[src/rtl/keypad_pkg.sv]
// Shared types, constants and helpers for the keypad scanner.
//   state_t        : scanner FSM states
//   ROWS / COLS    : keypad matrix dimensions
//   pack_key_code  : builds the 4-bit key code {row, col}
//   first_low_col  : lowest-index active-low column (column 0 has priority)
package keypad_pkg;

  typedef enum logic [1:0] {
    SCAN,
    DEBOUNCE,
    PRESSED,
    RELEASE
  } state_t;

  localparam int ROWS = 4;
  localparam int COLS = 4;

  function automatic logic [3:0] pack_key_code(input logic [1:0] row,
                                               input logic [1:0] col);
    return {row, col};
  endfunction

  // Walk from the highest column down so the lowest low column wins.
  function automatic logic [1:0] first_low_col(input logic [COLS-1:0] cols);
    logic [1:0] idx;
    idx = '0;
    for (int i = COLS - 1; i >= 0; i--) begin
      if (!cols[i]) idx = 2'(i);
    end
    return idx;
  endfunction

endpackage

[src/rtl/keypad_scanner_if.sv]
// Keypad-side and key-output signals of the scanner, bundled together.
//   col_in    : keypad column returns, asynchronous, active-low
//   row_out   : one-cold active-low row drive
//   key_press : high while a debounced key is held
//   key_code  : {row, col} of the accepted key
// master = scanner, slave = keypad matrix / calculator front end.
interface keypad_scanner_if;
  import keypad_pkg::*;

  logic [COLS-1:0] col_in;
  logic [ROWS-1:0] row_out;
  logic            key_press;
  logic [3:0]      key_code;

  modport master (
    input  col_in,
    output row_out,
    output key_press,
    output key_code
  );

  modport slave (
    output col_in,
    input  row_out,
    input  key_press,
    input  key_code
  );

endinterface

[src/rtl/keypad_scanner_sync_2ff.sv]
// Two-flop synchronizer for asynchronous inputs.
//   clk, rst : clock and synchronous active-high reset
//   d        : asynchronous input
//   q        : synchronized output, two clocks behind d
// Both flops reset to RST_VAL so no false edge appears after reset.
module sync_2ff #(
  parameter int             WIDTH   = 4,
  parameter logic [WIDTH-1:0] RST_VAL = '1
) (
  input  logic             clk,
  input  logic             rst,
  input  logic [WIDTH-1:0] d,
  output logic [WIDTH-1:0] q
);

  logic [WIDTH-1:0] meta;

  // NOTE: flops are written with non-blocking assignments so meta and q
  // both sample their inputs from before the edge, giving two real stages.
  always_ff @(posedge clk) begin
    if (rst) begin
      meta <= RST_VAL;
      q    <= RST_VAL;
    end else begin
      meta <= d;
      q    <= meta;
    end
  end

endmodule

[src/rtl/keypad_scanner.sv]
// 4x4 matrix keypad scanner with debounce.
//   clk, rst : clock and synchronous active-high reset
//   kp       : keypad_scanner_if.master (col_in, row_out, key_press, key_code)
// One row is driven low per SCAN_DIV-cycle window; at the end of the window
// the synchronized columns are checked. A low column is debounced for
// DEBOUNCE_CYCLES samples before key_press rises, and the release is
// debounced the same way before it falls.
module keypad_scanner
  import keypad_pkg::*;
#(
  parameter int SCAN_DIV        = 50000,
  parameter int DEBOUNCE_CYCLES = 500000
) (
  input  logic              clk,
  input  logic              rst,
  keypad_scanner_if.master  kp
);

  localparam int WIN_W = $clog2(SCAN_DIV);
  localparam int DEB_W = $clog2(DEBOUNCE_CYCLES + 1);
  localparam logic [WIN_W-1:0] WIN_LAST = WIN_W'(SCAN_DIV - 1);

  logic [COLS-1:0]  col_s;
  state_t           state;
  logic [1:0]       row_idx;
  logic [ROWS-1:0]  row_out_q;
  logic [WIN_W-1:0] win_cnt;
  logic [DEB_W-1:0] deb_cnt;
  logic [1:0]       cap_col;
  logic             key_press_q;
  logic [3:0]       key_code_q;
  logic             col_bit;

  sync_2ff #(
    .WIDTH   (COLS),
    .RST_VAL ({COLS{1'b1}})
  ) u_col_sync (
    .clk (clk),
    .rst (rst),
    .d   (kp.col_in),
    .q   (col_s)
  );

  // Row stays frozen from capture until release, so row_idx is the
  // captured row and only the column has to be remembered.
  assign col_bit = col_s[cap_col];

  always_ff @(posedge clk) begin
    if (rst) begin
      state       <= SCAN;
      row_idx     <= '0;
      row_out_q   <= 4'b1110;
      win_cnt     <= '0;
      deb_cnt     <= '0;
      cap_col     <= '0;
      key_press_q <= 1'b0;
      key_code_q  <= '0;
    end else begin
      case (state)
        SCAN: begin
          if (win_cnt == WIN_LAST) begin
            win_cnt <= '0;
            if (&col_s) begin
              row_idx   <= row_idx + 2'd1;
              row_out_q <= {row_out_q[ROWS-2:0], row_out_q[ROWS-1]};
            end else begin
              cap_col <= first_low_col(col_s);
              deb_cnt <= '0;
              state   <= DEBOUNCE;
            end
          end else begin
            win_cnt <= win_cnt + 1'b1;
          end
        end

        DEBOUNCE: begin
          if (!col_bit) begin
            if (int'(deb_cnt) + 1 == DEBOUNCE_CYCLES) begin
              deb_cnt     <= '0;
              key_press_q <= 1'b1;
              key_code_q  <= pack_key_code(row_idx, cap_col);
              state       <= PRESSED;
            end else begin
              deb_cnt <= deb_cnt + 1'b1;
            end
          end else begin
            row_idx   <= row_idx + 2'd1;
            row_out_q <= {row_out_q[ROWS-2:0], row_out_q[ROWS-1]};
            win_cnt   <= '0;
            state     <= SCAN;
          end
        end

        // The high sample that leaves PRESSED is the first of the
        // DEBOUNCE_CYCLES release samples.
        PRESSED: begin
          if (col_bit) begin
            if (DEBOUNCE_CYCLES == 1) begin
              key_press_q <= 1'b0;
              row_idx     <= row_idx + 2'd1;
              row_out_q   <= {row_out_q[ROWS-2:0], row_out_q[ROWS-1]};
              win_cnt     <= '0;
              state       <= SCAN;
            end else begin
              deb_cnt <= '0;
              state   <= RELEASE;
            end
          end
        end

        // deb_cnt + 2 = samples seen including this one and the transition.
        RELEASE: begin
          if (col_bit) begin
            if (int'(deb_cnt) + 2 >= DEBOUNCE_CYCLES) begin
              key_press_q <= 1'b0;
              row_idx     <= row_idx + 2'd1;
              row_out_q   <= {row_out_q[ROWS-2:0], row_out_q[ROWS-1]};
              win_cnt     <= '0;
              deb_cnt     <= '0;
              state       <= SCAN;
            end else begin
              deb_cnt <= deb_cnt + 1'b1;
            end
          end else begin
            deb_cnt <= '0;
            state   <= PRESSED;
          end
        end

        default: state <= SCAN;
      endcase
    end
  end

  assign kp.row_out   = row_out_q;
  assign kp.key_press = key_press_q;
  assign kp.key_code  = key_code_q;

endmodule

[src/flat_wrapper.sv]
// flat-port wrapper written by rule: the top's interface ports become plain ports
module keypad_scanner_flat import keypad_pkg::*;
#(
  parameter int SCAN_DIV        = 50000,
  parameter int DEBOUNCE_CYCLES = 500000
)
  (clk, rst, kp_col_in, kp_row_out, kp_key_press, kp_key_code);
  keypad_scanner_if kp_i ();
  input  logic clk;
  input  logic rst;
  input wire logic [$bits(kp_i.col_in)-1:0] kp_col_in;
  output wire logic [$bits(kp_i.row_out)-1:0] kp_row_out;
  output wire logic [$bits(kp_i.key_press)-1:0] kp_key_press;
  output wire logic [$bits(kp_i.key_code)-1:0] kp_key_code;
  assign kp_i.col_in = kp_col_in;
  assign kp_row_out = kp_i.row_out;
  assign kp_key_press = kp_i.key_press;
  assign kp_key_code = kp_i.key_code;
  keypad_scanner #(.SCAN_DIV(SCAN_DIV), .DEBOUNCE_CYCLES(DEBOUNCE_CYCLES)) u_core (.clk(clk), .rst(rst), .kp(kp_i));
endmodule
[config.mk]
export PLATFORM = sky130hd
export DESIGN_NAME = keypad_scanner_flat
export DESIGN_NICKNAME = d
export VERILOG_FILES = /design/src/rtl/keypad_pkg.sv /design/src/rtl/keypad_scanner_if.sv /design/src/rtl/keypad_scanner_sync_2ff.sv /design/src/rtl/keypad_scanner.sv /design/src/flat_wrapper.sv
export SDC_FILE = /design/constraint.sdc
export NUM_CORES = 1
export LEC_CHECK = 0
export BUFFER_PORTS_ARGS = -buffer_cell sky130_fd_sc_hd__buf_2
export CORE_ASPECT_RATIO = 1.1
export CORE_UTILIZATION = 40
export DETAILED_ROUTE_END_ITERATION = 8
export GPL_ROUTABILITY_DRIVEN = 0
export PLACE_DENSITY = 0.55
export SYNTH_ARGS = -nofsm -noshare
export SYNTH_HDL_FRONTEND = slang
export SYNTH_HIERARCHICAL = 1
export SYNTH_SLANG_ARGS = --single-unit
[constraint.sdc]
create_clock -name clk -period 2.8 [get_ports clk]
set_input_delay 0.28 -clock clk [delete_from_list [all_inputs] [get_ports clk]]
set_output_delay 0.28 -clock clk [all_outputs]
set_load 0.1 [all_outputs]
==> tab_implementation.tex <==
\begin{tabular}{lr}
\hline
Metric & Value \\
\hline
\multicolumn{2}{l}{\textbf{Outcome}} \\
\quad Run status & complete, but fails checks \\
\quad Violated checks & negative setup slack \\
\multicolumn{2}{l}{\textbf{Critical path}} \\
\quad Kind of capture point of the worst setup path & flip-flop \\
\quad Worst EP arrival & a little over 3 ns \\
\quad Path type of the worst setup path & reg -> reg \\
\quad Startpoint of the worst-slack reg-to-reg timing path & u\_core/deb\_cnt[1]\$\_SDFFE\_PP0P\_ \\
\quad Peak fanout along the critical path & 5 \\
\quad Launching instance or port of the critical path & u\_core/deb\_cnt[1]\$\_SDFFE\_PP0P\_ \\
\quad Data required time of the critical path & between 3 and 4 ns \\
\quad Setup slack on the worst flop-to-flop path & -0.07 ns \\
\quad Worst Setup Start Kind & flip-flop \\
\multicolumn{2}{l}{\textbf{CTS}} \\
\quad Clock latency on the worst-skew pair & 0.34 ns \\
\quad Cell chosen for the clock root & clkbuf\_8 \\
\quad TritonCTS clock tree & yes \\
\quad Hold buffers post-CTS & 0 \\
\quad Number of CTS-inserted buffers & 9 \\
\quad Clock-pin transition on the worst setup and hold timing paths & about 0.08 ns \\
\quad Maximum number of buffers from clock root to sink & 2 \\
\quad Clk sink count & 58 \\
\quad Maximum level of the CTS H-tree & 3 \\
\multicolumn{2}{l}{\textbf{GRT}} \\
\quad Total global routing track utilization & 23.8\% \\
\quad Pin count of the biggest net entering global routing & 27 \\
\quad Vias in the first global route & roughly 3,600 \\
\quad Initial antenna violation count & 0 \\
\quad Wire length of the first global-routing pass & 17,300 µm \\
\quad Total global routing overflow & 0 \\
\multicolumn{2}{l}{\textbf{Timing}} \\
\quad Maximum clock rate & 349 MHz \\
\quad Post-route clock skew & 0.0158 ns \\
\quad Worst relative slew slack & approximately a third \\
\quad Final worst path period share & 102\% \\
\quad Count of final setup violators & 9 \\
\quad Min cycle time layout & 2.87 ns \\
\quad Final hold vios & 0 \\
\quad Slew @ Worst Pin & just under 1 ns \\
\quad Final worst slack & -0.0669 ns \\
\quad Number of slew-limit violations in the final report & 0 \\
\quad Unrepaired setup endpoints after global routing & true \\
\multicolumn{2}{l}{\textbf{Drt}} \\
\quad Post-route met1 wirelength & approximately 5000 µm \\
\quad Highest metal layer with signal wires & met4 \\
\quad Vias per inst & about 5.7 \\
\quad Via Count & between 3,000 and 4,000 \\
\quad Number of remaining DRC errors & 0 \\
\quad Drt first pass iters & 5 \\
\quad Wirelength per Cell & 16.6 µm \\
\quad First DRT Iteration DRCs & 283 \\
\quad Met3 wirelength from detailed routing & 522 µm \\
\quad Drt total wl & 10,700 µm \\
\quad Wire length on met2 & between 4000 and 5000 µm \\
\quad Antenna-violating nets left & 0 \\
\multicolumn{2}{l}{\textbf{Final layout}} \\
\quad Share of layout cells above drive strength 1 & 32.8\% \\
\quad Final-stage net count & 541 \\
\quad Antenna diode count & 0 \\
\quad Area overhead of the layout relative to synthesis & 38.4\% \\
\quad Share of the core filled with cells in the final layout & 57.3\% \\
\quad Fill cells & about 780 \\
\multicolumn{2}{l}{\textbf{Yosys}} \\
\quad Number of warnings reported in the yosys synthesis log & 6 \\
\quad Mapped cell area & approximately 3500 µm² \\
\quad Share of Yosys cell area claimed by the top area cell type & 33.4\% \\
\quad Average size of a mapped cell & about 7.8 µm² \\
\quad Most used DFF post-synth & dfxtp\_1 \\
\quad Total nets after synthesis & roughly 460 \\
\quad Count leader, synth & dfxtp\_1 \\
\quad Total of flip-flops plus latches after synthesis & 58 \\
\quad Leading post-synthesis cells by cell area & dfxtp\_1, nor2\_1, nand2\_1 \\
\quad Most numerous cell types in the synthesized netlist & dfxtp\_1, nor2\_1, nand2\_1, a21oi\_1, o21ai\_0 \\
\quad Share of synthesized area occupied by flip-flops and latches & between 30 and 40\% \\
\quad Cell count after synthesis & between 400 and 500 \\
\quad Number of enable flip-flop cells after synthesis & 0 \\
\quad Count of cell types in the netlist & 64 \\
\quad Cell accounting for the most synthesized area & dfxtp\_1 \\
\quad Share of async-settable or async-resettable flops after synthesis & 0\% \\
\multicolumn{2}{l}{\textbf{Power and ir drop}} \\
\quad Static leakage & 1.92 nW \\
\quad Peak supply drop & $\sim$0.28 mV \\
\quad Ratio of total power to cell area & about 350 nW/µm² \\
\quad Final Power & 1.67 mW \\
\multicolumn{2}{l}{\textbf{Place}} \\
\quad IO Port Bufs & 14 \\
\quad Detailed Place HPWL & between 7000 and 8000 µm \\
\multicolumn{2}{l}{\textbf{Min path}} \\
\quad Hold crit path type & in -> reg \\
\quad Critical hold path startpoint & kp\_col\_in[3] \\
\multicolumn{2}{l}{\textbf{Die}} \\
\quad Floorplan die area & $\sim$9100 µm² \\
\quad Number of I/O pins & 15 \\
\quad Cell row count & 35 \\
\quad Initial Utilization & between 40\% and 50\% \\
\quad Overall die width & roughly 91 µm \\
\quad Core Box Area & between 8000 and 9000 µm² \\
\quad Y dimension of the die & 99.8 µm \\
\multicolumn{2}{l}{\textbf{Run}} \\
\quad Count of maximum capacitance violations & 0 \\
\hline
\end{tabular}
[placed cells by master (no fill, tap or decap), drive strengths merged, types with 5 or more instances in the layout]
cell type  instances
a211oi             5
a21oi             27
a31oi              6
and3              11
buf              102
clkbuf            11
dfxtp             58
ha                 6
inv                9
mux2i             11
nand2             39
nand3             16
nand4             17
nor2              49
nor3              22
nor4              10
o211ai             5
o21ai             29
or2                8
xnor2              5
xor2              15
[power by group]
group          internal, mW  switching, mW  total [mW]  leakage, nW
clock                 0.412          0.366       0.779       0.0925
combinational        0.0224         0.0321      0.0544         1.35
sequential            0.828        0.00541       0.833        0.477
[through the flow]
step	TNS [ns]	instance area (µm²)	setup slack [ns]	hold WS [ns]	cells
finish	-0.530	4820	-0.0669	0.115	645
global route	-1.95	4820	-0.177	0.102	645
CTS	-0.0396	4470	-0.0163	0.0991	637
detailed placement	-5.27	4150	-0.279	0.391	617
global placement	-2.20	4150	-0.207	0.385	617
floorplan	0	3480	0.0528	0.377	445
[sequential cells by signal (all words and copies together) (netlist names), named ones only]
name	cells
u_core/deb_cnt	19
u_core/u_col_sync/meta	4
u_core/kp.key_press	1
u_core/kp.row_out	4
u_core/state	1
u_core/row_idx	2
u_core/cap_col	2
u_core/win_cnt	16
u_core/u_col_sync/q	4
u_core/kp.key_code	4
[worst max-delay path: stages, from the launching register on]
cell       delay (ns)
dfxtp_2          0.37
ha_4             0.16
nand3_4          0.10
buf_6            0.14
or4_4            0.45
nor4_4           0.16
o211ai_1         0.19
nor4_4           0.30
buf_4            0.16
o32ai_4          0.10
buf_6            0.16
o21ai_4          0.23
clkbuf_16        0.20
nor2_1           0.04
[cells by family (layout without fill, tap and decap cells)]
logic type	count (synthesis)	count (layout)	synth area share, %
compound gates	104	104	19.4
flops	58	58	33.4
simple gates	203	203	30.4
fa+ha+maj	6	6	2.16
mux	14	14	4.46
buf+inv	40	129	5.21
xor+xnor	20	20	5.03
[worst paths after layout]
path	endpoint	depth (start not counted)
setup / recovery	u_core/deb_cnt[6]$_SDFFE_PP0P_	13
hold reg to reg	u_core/u_col_sync/q[1]$_SDFF_PP1_	1
hold / removal	u_core/u_col_sync/meta[3]$_SDFF_PP1_	2
setup reg to reg	u_core/deb_cnt[6]$_SDFFE_PP0P_	13
[layer usage]
metal / vias to the layer above / global-route usage, %
met4: 0 / 9.28
li1: 1793 / -
met3: 23 / 4.17
met1: 1736 / 31.7
met5: - / 0
met2: 101 / 38.6
[area by class of cell]
cell class                      instances  area (µm²)  area share [%]
Multi-Input combinational cell        347        2440            50.7
Sequential cell                        58        1190            24.7
Timing Repair Buffer                  103         816            16.9
Tap cell                              111         139            2.88
Clock buffer                           10         128            2.65
Clock inverter                          6        67.6            1.40
Inverter                               10        37.5           0.779
[timing repair]
action                                  CTS  global route
cloned                                    0             1
gates resized for setup                  26            55
pin swaps                                 6            26
endpoints found under the setup margin   48            42
setup buffers                             4             7
Power figures use the tool's default switching activity.
